**src/rtl/sr_flag_arbiter_pkg.sv**
```systemverilog
// rtl/sr_flag_arbiter_pkg.sv - shared types and defaults for sr_flag_arbiter
// State encoding, operation constants and default parameter values.
package sr_arb_pkg;

  typedef enum logic [2:0] {
    ST_IDLE   = 3'd0,
    ST_DRIVE  = 3'd1,
    ST_WAIT   = 3'd2,
    ST_VERIFY = 3'd3,
    ST_DONE   = 3'd4
  } state_t;

  localparam logic OP_SET = 1'b1;
  localparam logic OP_CLR = 1'b0;

  localparam int DEF_NREQ      = 4;
  localparam int DEF_NFLAGS    = 8;
  localparam int DEF_MAX_RETRY = 2;

endpackage

```
**src/rtl/sr_flag_arbiter_rr.sv**
```systemverilog
// rtl/sr_flag_arbiter_rr.sv - combinational round-robin grant selector
// Grants the first asserted request at or after ptr, wrapping; the caller owns ptr.
module rr_arbiter #(
  parameter int NREQ = 4,
  parameter int PW   = (NREQ > 1) ? $clog2(NREQ) : 1
) (
  input  logic [NREQ-1:0] req,
  input  logic [PW-1:0]   ptr,
  output logic [NREQ-1:0] gnt,
  output logic [PW-1:0]   gnt_idx,
  output logic            gnt_valid
);

  always_comb begin
    gnt       = '0;
    gnt_idx   = '0;
    gnt_valid = 1'b0;
    for (int i = 0; i < NREQ; i++) begin
      if (!gnt_valid && req[(int'(ptr) + i) % NREQ]) begin
        gnt[(int'(ptr) + i) % NREQ] = 1'b1;
        gnt_idx   = PW'((int'(ptr) + i) % NREQ);
        gnt_valid = 1'b1;
      end
    end
  end

endmodule

```
**src/rtl/sr_flag_arbiter.sv**
```systemverilog
// rtl/sr_flag_arbiter.sv - round-robin shared access to a bank of SR flip-flops
// Readback verify with retries is built only when SR_VERIFY_EN is defined.
module sr_flag_arbiter
  import sr_arb_pkg::*;
#(
  parameter int NREQ      = DEF_NREQ,
  parameter int NFLAGS    = DEF_NFLAGS,
  parameter int IDXW      = $clog2(NFLAGS),
  parameter int MAX_RETRY = DEF_MAX_RETRY
) (
  input  logic                 clk,
  input  logic                 rst,
  input  logic [NREQ-1:0]      req_valid,
  input  logic [NREQ-1:0]      req_op,
  input  logic [NREQ*IDXW-1:0] req_idx,
  output logic [NREQ-1:0]      req_ack,
  output logic [NFLAGS-1:0]    s,
  output logic [NFLAGS-1:0]    r,
  input  logic [NFLAGS-1:0]    q,
  output logic                 busy,
  output logic                 err
);

  localparam int PW = (NREQ > 1) ? $clog2(NREQ) : 1;
  localparam logic [IDXW:0] NFLAGS_W = (IDXW + 1)'(NFLAGS);

  state_t              state_q, state_d;
  logic [PW-1:0]       ptr_q, ptr_d;
  logic [NREQ-1:0]     gnt_q, gnt_d;
  logic                op_q, op_d;
  logic [IDXW-1:0]     idx_q, idx_d;
  logic                errp_q, errp_d;
  logic [NFLAGS-1:0]   s_q, s_d, r_q, r_d;
  logic [NREQ-1:0]     ack_q, ack_d;
  logic                err_q, err_d;

  logic [NREQ-1:0]     arb_gnt;
  logic [PW-1:0]       arb_idx;
  logic                arb_valid;
  logic                sel_op;
  logic [IDXW-1:0]     sel_idx;
  logic [NFLAGS-1:0]   drive_oh;

`ifdef SR_VERIFY_EN
  localparam int RW = (MAX_RETRY > 0) ? $clog2(MAX_RETRY + 1) : 1;
  logic [RW-1:0] retry_q, retry_d;
`else
  logic unused_q;
  assign unused_q = ^q;
`endif

  rr_arbiter #(.NREQ(NREQ), .PW(PW)) u_rr (
    .req       (req_valid),
    .ptr       (ptr_q),
    .gnt       (arb_gnt),
    .gnt_idx   (arb_idx),
    .gnt_valid (arb_valid)
  );

  always_comb begin
    sel_op  = 1'b0;
    sel_idx = '0;
    for (int k = 0; k < NREQ; k++) begin
      if (arb_gnt[k]) begin
        sel_op  = req_op[k];
        sel_idx = req_idx[k*IDXW +: IDXW];
      end
    end
  end

  always_comb begin
    state_d = state_q;
    ptr_d   = ptr_q;
    gnt_d   = gnt_q;
    op_d    = op_q;
    idx_d   = idx_q;
    errp_d  = errp_q;
`ifdef SR_VERIFY_EN
    retry_d = retry_q;
`endif
    case (state_q)
      ST_IDLE: begin
        if (arb_valid) begin
          gnt_d = arb_gnt;
          op_d  = sel_op;
          idx_d = sel_idx;
          ptr_d = (arb_idx == PW'(NREQ - 1)) ? '0 : arb_idx + PW'(1);
          // Out-of-range index skips the bank entirely and is reported as an error.
          if ({1'b0, sel_idx} >= NFLAGS_W) begin
            errp_d  = 1'b1;
            state_d = ST_DONE;
          end else begin
            errp_d  = 1'b0;
            state_d = ST_DRIVE;
          end
        end
      end
      ST_DRIVE: state_d = ST_WAIT;
`ifdef SR_VERIFY_EN
      ST_WAIT:  state_d = ST_VERIFY;
      ST_VERIFY: begin
        if (q[idx_q] == op_q) begin
          state_d = ST_DONE;
        end else if (retry_q < RW'(MAX_RETRY)) begin
          retry_d = retry_q + RW'(1);
          state_d = ST_DRIVE;
        end else begin
          errp_d  = 1'b1;
          state_d = ST_DONE;
        end
      end
`else
      ST_WAIT:  state_d = ST_DONE;
`endif
      ST_DONE: begin
`ifdef SR_VERIFY_EN
        retry_d = '0;
`endif
        state_d = ST_IDLE;
      end
      default: state_d = ST_IDLE;
    endcase
  end

  // Outputs are registered so they line up with the state they belong to.
  assign drive_oh = {{(NFLAGS-1){1'b0}}, 1'b1} << idx_d;

  always_comb begin
    s_d   = '0;
    r_d   = '0;
    ack_d = '0;
    err_d = 1'b0;
    if (state_d == ST_DRIVE) begin
      s_d = (op_d == OP_SET) ? drive_oh : '0;
      r_d = (op_d == OP_CLR) ? drive_oh : '0;
    end
    if (state_d == ST_DONE) begin
      ack_d = gnt_d;
      err_d = errp_d;
    end
  end

  always_ff @(posedge clk or posedge rst) begin
    if (rst) begin
      state_q <= ST_IDLE;
      ptr_q   <= '0;
      gnt_q   <= '0;
      op_q    <= 1'b0;
      idx_q   <= '0;
      errp_q  <= 1'b0;
      s_q     <= '0;
      r_q     <= '0;
      ack_q   <= '0;
      err_q   <= 1'b0;
`ifdef SR_VERIFY_EN
      retry_q <= '0;
`endif
    end else begin
      state_q <= state_d;
      ptr_q   <= ptr_d;
      gnt_q   <= gnt_d;
      op_q    <= op_d;
      idx_q   <= idx_d;
      errp_q  <= errp_d;
      s_q     <= s_d;
      r_q     <= r_d;
      ack_q   <= ack_d;
      err_q   <= err_d;
`ifdef SR_VERIFY_EN
      retry_q <= retry_d;
`endif
    end
  end

  assign s       = s_q;
  assign r       = r_q;
  assign req_ack = ack_q;
  assign err     = err_q;
  assign busy    = (state_q != ST_IDLE);

endmodule

```
**config.mk**
```make
export PLATFORM = sky130hd
export DESIGN_NAME = sr_flag_arbiter
export DESIGN_NICKNAME = d
export VERILOG_FILES = /design/src/rtl/sr_flag_arbiter_pkg.sv /design/src/rtl/sr_flag_arbiter_rr.sv /design/src/rtl/sr_flag_arbiter.sv
export SDC_FILE = /design/constraint.sdc
export NUM_CORES = 1
export LEC_CHECK = 0
export CELL_PAD_IN_SITES_DETAIL_PLACEMENT = 2
export CELL_PAD_IN_SITES_GLOBAL_PLACEMENT = 2
export CORE_ASPECT_RATIO = 0.6
export CORE_MARGIN = 5
export CORE_UTILIZATION = 31
export DETAILED_ROUTE_END_ITERATION = 6
export GPL_ROUTABILITY_DRIVEN = 0
export GPL_TIMING_DRIVEN = 0
export PLACE_DENSITY_LB_ADDON = 0.1
export SYNTH_ARGS = -nofsm -noshare
export SYNTH_HDL_FRONTEND = slang
export SYNTH_SLANG_ARGS = --single-unit
```
**constraint.sdc**
```tcl
create_clock -name clk -period 3.83 [get_ports clk]
set_input_delay 0.766 -clock clk [delete_from_list [all_inputs] [get_ports clk]]
set_output_delay 0.766 -clock clk [all_outputs]
set_load 0.01 [all_outputs]
```
Yosys cells after proc, flatten, opt, wreduce, memory -nomap -nowiden
Cells that the tools add are included.

cells by class
  add/sub/neg operators = 4
  order comparisons = 8
  eq/ne operators = 5
  shift operators = 1
  muxes and demuxes = 56
  bitwise logic cells = 6
  reduce and logical (&&, ||, !) cells = 16

operator list
  operator                                                           count
  two-way mux 8 bit                                                  4
  two-way mux 4 bit                                                  7
  two-way mux 1 bit                                                  24
  two-way mux 3 bit                                                  7
  < comparator 3 x 4 -> 1 bit, second input constant                 3
  bitwise OR 4 bit                                                   3
  two-way mux 2 bit                                                  5
  greater-or-equal comparator 3 x 1 -> 1 bit, second input constant  3
  case mux 3 bit (3 select lines)                                    1
  binary-select mux 1 bit (select 2 bit)                             4
  demux 1 bit (select 2 bit)                                         4
  left shift 1 x 3 -> 8 bit, first input constant                    1
  logical AND 1 bit                                                  7
  equality test 3 x 1 -> 1 bit, second input constant                2
  OR reduction 2 bit                                                 3
  adder 2 x 1 -> 2 bit, second input constant                        2
  adder 2 bit, second input constant                                 2
  bitwise AND 1 bit, first input constant                            3
  equality test 3 x 2 -> 1 bit, second input constant                1
  equality test 3 bit, second input constant                         1
  zero test 1 bit                                                    3
  zero test 3 bit                                                    1
  < comparator 2 x 3 -> 1 bit, second input constant                 1
  nonzero test 3 bit                                                 1
  3 further kinds                                                    3

word-level totals
  flip-flop bits (word level) = 35
  output and inout port bits = 22
  word-level logic and storage cells = 106

Depth between registers and ports, before layout
  depth after elaboration = 23
  gate-level depth with buffers = 12
  depth with buffers taken out = 10

Hierarchy
A second synthesis with hierarchy kept.

unflattened totals
  cells, all modules = 153
  area total of the unflattened synthesis = 1741.7 µm²

modules (own cells, without submodules)
  module           times used  cells each  area each (µm²)  sequential area each (µm²)
  sr_flag_arbiter  1           108         1318.8           825.8
  rr_arbiter       1           45          422.9            0.0

Worst setup path before layout
OpenSTA, ideal clock, no wires.

  path type = register -> register
  start point = reg ptr_q[1]
  end point = reg r_q[5], in the netlist r[5]
  setup time = 95 ps
  arrival time = 3019 ps
  required time = 3735 ps
  slack = 716 ps
  stages on the path, launching flop included = 13
  path buffers = 3
  path through = dfrtp_1 > clkbuf_1 > inv_1 > ha_1 > buf_2 > nor3b_1 > a32oi_1 > a21boi_0 > or2_1 > a211oi_2 > a211oi_2 > buf_4 > nor4b_2

between the ends
  word-level cells in the longest chain between the ends = 22

RTL lines
  element                                                                                                                 RTL line                                            source
  start, declared                                                                                                         sr_flag_arbiter.sv:28                               logic [PW-1:0] ptr_q, ptr_d;
  start signal, assigned                                                                                                  sr_flag_arbiter.sv:160                              ptr_q <= ptr_d;
  adder 2 x 1 -> 2 bit                                                                                                    sr_flag_arbiter_rr.sv:19, sr_flag_arbiter_rr.sv:20
  OR reduction 2 bit (no line)                                                                                            -
  bitwise AND 1 bit (no line)                                                                                             -
  < comparator 3 x 4 -> 1 bit (not written as such) / greater-or-equal comparator 3 x 1 -> 1 bit (equally long branches)  sr_flag_arbiter_rr.sv:20                            gnt[(int'(ptr) + i) % NREQ] = 1'b1;
  logical AND 1 bit (not written as such)                                                                                 sr_flag_arbiter_rr.sv:20
  two-way mux 1 bit (not written as such)                                                                                 sr_flag_arbiter_rr.sv:20
  demux 1 bit (select 2 bit)                                                                                              -
  bitwise OR 4 bit (no line)                                                                                              -
  [4 not listed]                                                                                                          -
  two-way mux 4 bit                                                                                                       sr_flag_arbiter_rr.sv:19                            if (!gnt_valid && req[(int'(ptr) + i) % NREQ]) begin
  two-way mux 3 bit (4 in a row)                                                                                          sr_flag_arbiter.sv:64                               if (arb_gnt[k]) begin
  two-way mux 3 bit                                                                                                       sr_flag_arbiter.sv:83                               if (arb_valid) begin
  two-way mux 3 bit                                                                                                       sr_flag_arbiter.sv:81                               case (state_q)
  left shift 1 x 3 -> 8 bit                                                                                               sr_flag_arbiter.sv:126                              assign drive_oh = {{(NFLAGS-1){1'b0}}, 1'b1} << idx_d;
  two-way mux 8 bit                                                                                                       sr_flag_arbiter.sv:135                              r_d = (op_d == OP_CLR) ? drive_oh : '0;
  two-way mux 8 bit (*)                                                                                                   sr_flag_arbiter.sv:133                              if (state_d == ST_DRIVE) begin
  via r_d[5]                                                                                                              sr_flag_arbiter.sv:33                               logic [NFLAGS-1:0] s_q, s_d, r_q, r_d;
  end signal, assigned                                                                                                    sr_flag_arbiter.sv:166                              r_q <= r_d;
  end, declared                                                                                                           sr_flag_arbiter.sv:33

Mark *: on every way through the listed nets, which the timed path passes. The rest lies on a longest branch. The select of a mux whose other input is x is not followed.
A chain may end at the register's enable or synchronous reset.

Worst setup path in the final report
  start point = reg ptr_q[1]
  end point = reg r_q[1], in the netlist r[1]

Same word-level chain as after synthesis.

==> results.sh <==
export IMPL_ys_flop_type="dfrtp_1"
export IMPL_clockBufferDepth=2
export IMPL_drt_iter0_markers=63
export IMPL_clk_pin_slew_ns=0.05
export IMPL_rows=23
export IMPL_finalCritPeriodShare_pct=95.5
export IMPL_ys_seq_area_share_pct=39.5
export IMPL_fp_dieW_um=116
export IMPL_grt_max_degree=34
export IMPL_grt_pass1_wl_um=11200
export IMPL_drive_above_1_share_pct=23.6
export IMPL_stdcell_count=324
export IMPL_htreeDepth=2
export IMPL_hpwlAfterDp_um=5280
export IMPL_die_h_um=73.6
export IMPL_place_inst=314
export IMPL_sequential_cell_area_um2=827
export IMPL_path_max_fanout=10
export IMPL_yosys_warnings=0
export IMPL_cts_sinks=33
export IMPL_p_per_area_mw_per_mm2=1050
export IMPL_syn_area_mm2=0.00209
export IMPL_syn_area_per_cell_um2=11.2
export IMPL_setup_viol=0
export IMPL_multiInputGateArea_mm2=0.00121
export IMPL_antenna_found_initial=0
export IMPL_antennaDiodeCount=0
export IMPL_end_kind="flop"
export IMPL_via_count=1732
export IMPL_fillCellCount=691
export IMPL_synth_nets=223
export IMPL_slew_headroom_pct=54.8
export IMPL_drcViolationCount=0
export IMPL_finalCriticalPeriod_ns=3.66
export IMPL_nets=273
export IMPL_io_pins=52
export IMPL_fin_ws_ns=0.173
export IMPL_gr_usage_all_layers_pct=17.8
export IMPL_cts_tree="done"
export IMPL_worstMarginPinSlew_ns=0.677
export IMPL_final_design_area_no_fill_mm2=0.00284
export IMPL_routedWlPerCell_um=21.5
export IMPL_grt_overflow_total=0
export IMPL_syn2layout_area_growth_pct=36.1
export IMPL_timing_setup_tns_ns=0
export IMPL_synth_distinct_cells=56
export IMPL_root_buffer="clkbuf_16"
export IMPL_ys_seq_elements=33
export IMPL_die_area_mm2=0.00853
export IMPL_p_leak_uw=0.00115
export IMPL_synth_async_reset_ratio_pct=100
export IMPL_critPathRequiredTime_ns=3.98
export IMPL_skew_ns=0.00476
export IMPL_dp_slack_ns=-0.337
export IMPL_hold_viol_final=0
export IMPL_io_buffers=41
export IMPL_core_mm2=0.00662
export IMPL_max_freq_mhz=273
export IMPL_cts_buffers_inserted=5
export IMPL_clock_latency_ns=0.28
export IMPL_postPlaceCellArea_mm2=0.00261
export IMPL_drt_wl_total_um=6950
export IMPL_syn_inst=186
export IMPL_routed_via_density=5.35
export IMPL_synth_edf_count=0
export IMPL_grt_pass1_vias=1894
export IMPL_outcome="finished clean"
export IMPL_start_kind="flop"
export IMPL_max_cap_viol_count=0
export IMPL_postRouteAntennaNets=0
export IMPL_path_class="flop to flop"
export IMPL_postCtsHoldBufs=0
export IMPL_peakVddDrop_mv=0.313
export IMPL_dr_pass1_iters=4
export IMPL_initial_core_util_pct=31.6
export IMPL_hold_path_class="flop to flop"
export IMPL_crit_arrival_ns=3.80
export IMPL_rsz0062_at_grt="no"
export IMPL_slew_viol_final=0
[state kept, by name, indices dropped and copies added, names as in the netlist, named ones only]
register / cells
err: 1
errp_q: 1
gnt_q: 4
idx_q: 2
ptr_q: 1
r: 8
req_ack: 4
s: 8
state_q: 3
[cell usage in the layout (no fill, tap or decap), drive strengths merged, types with 7 or more instances in the layout]
master / count
clkdlybuf4s50: 41
dfrtp: 33
nand2: 13
o21ai: 13
clkbuf: 11
and2: 10
inv: 8
buf: 8
nor4b: 7
ha: 7
[worst max-delay path, stage by stage (launching register included)]
cell and delay, ns:
dfrtp_1 0.46, clkbuf_4 0.26, inv_1 0.16, ha_1 0.35
buf_2 0.23, nor3b_2 0.29, a32o_1 0.28, o21ai_1 0.16
a311oi_4 0.38, buf_4 0.19, a21boi_0 0.11, a22o_4 0.30
nor4_1 0.36
[per-stage QoR]
stage,hold WS (ns),utilization (%),total power (uW)
CTS,0.484,42.4,2940
finish,0.480,42.9,2970
global placement,0.433,39.4,2280
detailed placement,0.477,39.4,2380
floorplan,0.422,-,1820
global route,0.512,42.9,3160
[layout make-up]
class                           count  share of cell area (%)
Clock buffer                        7                    5.02
Sequential cell                    33                    29.1
Timing Repair Buffer               43                    15.0
Clock inverter                      1                    1.06
Tap cell                           87                    3.83
Multi-Input combinational cell    134                    42.7
Inverter                            9                    1.28
Buffer                             10                    2.03
[cell families (layout without fill, tap and decap cells)]
group	count (synthesis)	after routing	synth area share, %
AO/OA/AOI/OAI	50	50	23.5
AND/OR/NAND/NOR	68	68	22.8
multiplexers	8	8	5.27
XOR/XNOR	1	1	0.419
flip-flops	33	33	39.5
buffers and inverters	19	70	4.19
adder cells (fa/ha/maj)	7	7	4.19
[power breakdown]
part / switching, uW / internal (uW)
Combinational: 1200 / 792
Sequential: 60.5 / 455
Clock: 135 / 324
[timing repair]
item                                   in CTS  in global routing
setup endpoints to repair                  16                 16
pin swaps                                   2                  0
buffers inserted                            2                  0
cloned                                      0                  0
endpoints found under the hold margin       0                  0
resized for setup                           5                 12
[metal layers]
| metal | track usage [%] | part of all wire, % | vias up |
|---|---|---|---|
| li1 | - | - | 799 |
| met1 | 26.0 | 51 | 896 |
| met2 | 26.7 | 44 | 32 |
| met3 | 4.12 | 4.2 | 5 |
| met4 | 3.86 | 0.96 | 0 |
| met5 | 0 | 0 | - |
[Yosys cell counts, types with 4 or more instances]
cell type	count	share of area (%)
dfrtp_1	33	40
nand2_1	13	2.3
and2_1	9	2.7
o21ai_0	13	3.1
nor4b_2	7	5.0
buf_2	5	1.2
nor2b_1	5	1.5
nor2_1	5	0.90
mux2_2	4	2.2
ha_1	7	4.2
and3_1	5	1.5
nor4_1	4	1.2
a21oi_1	4	0.96
inv_1	7	1.3
nor3b_1	6	2.2
[final timing paths]
kind	start	endpoint	slack [ns]	depth (start not counted)
setup / recovery	ptr_q[1]	r[1]	0.17	12
min in group asynchronous	rst	r[4]	0.92	2
max in group asynchronous	rst	async pin	2.42	2
hold / removal	state_q[2]	state_q[1]	0.48	1
hold reg to reg	state_q[2]	state_q[1]	0.48	1
setup reg to reg	ptr_q[1]	r[1]	0.17	12
Power figures use the tool's default switching activity.
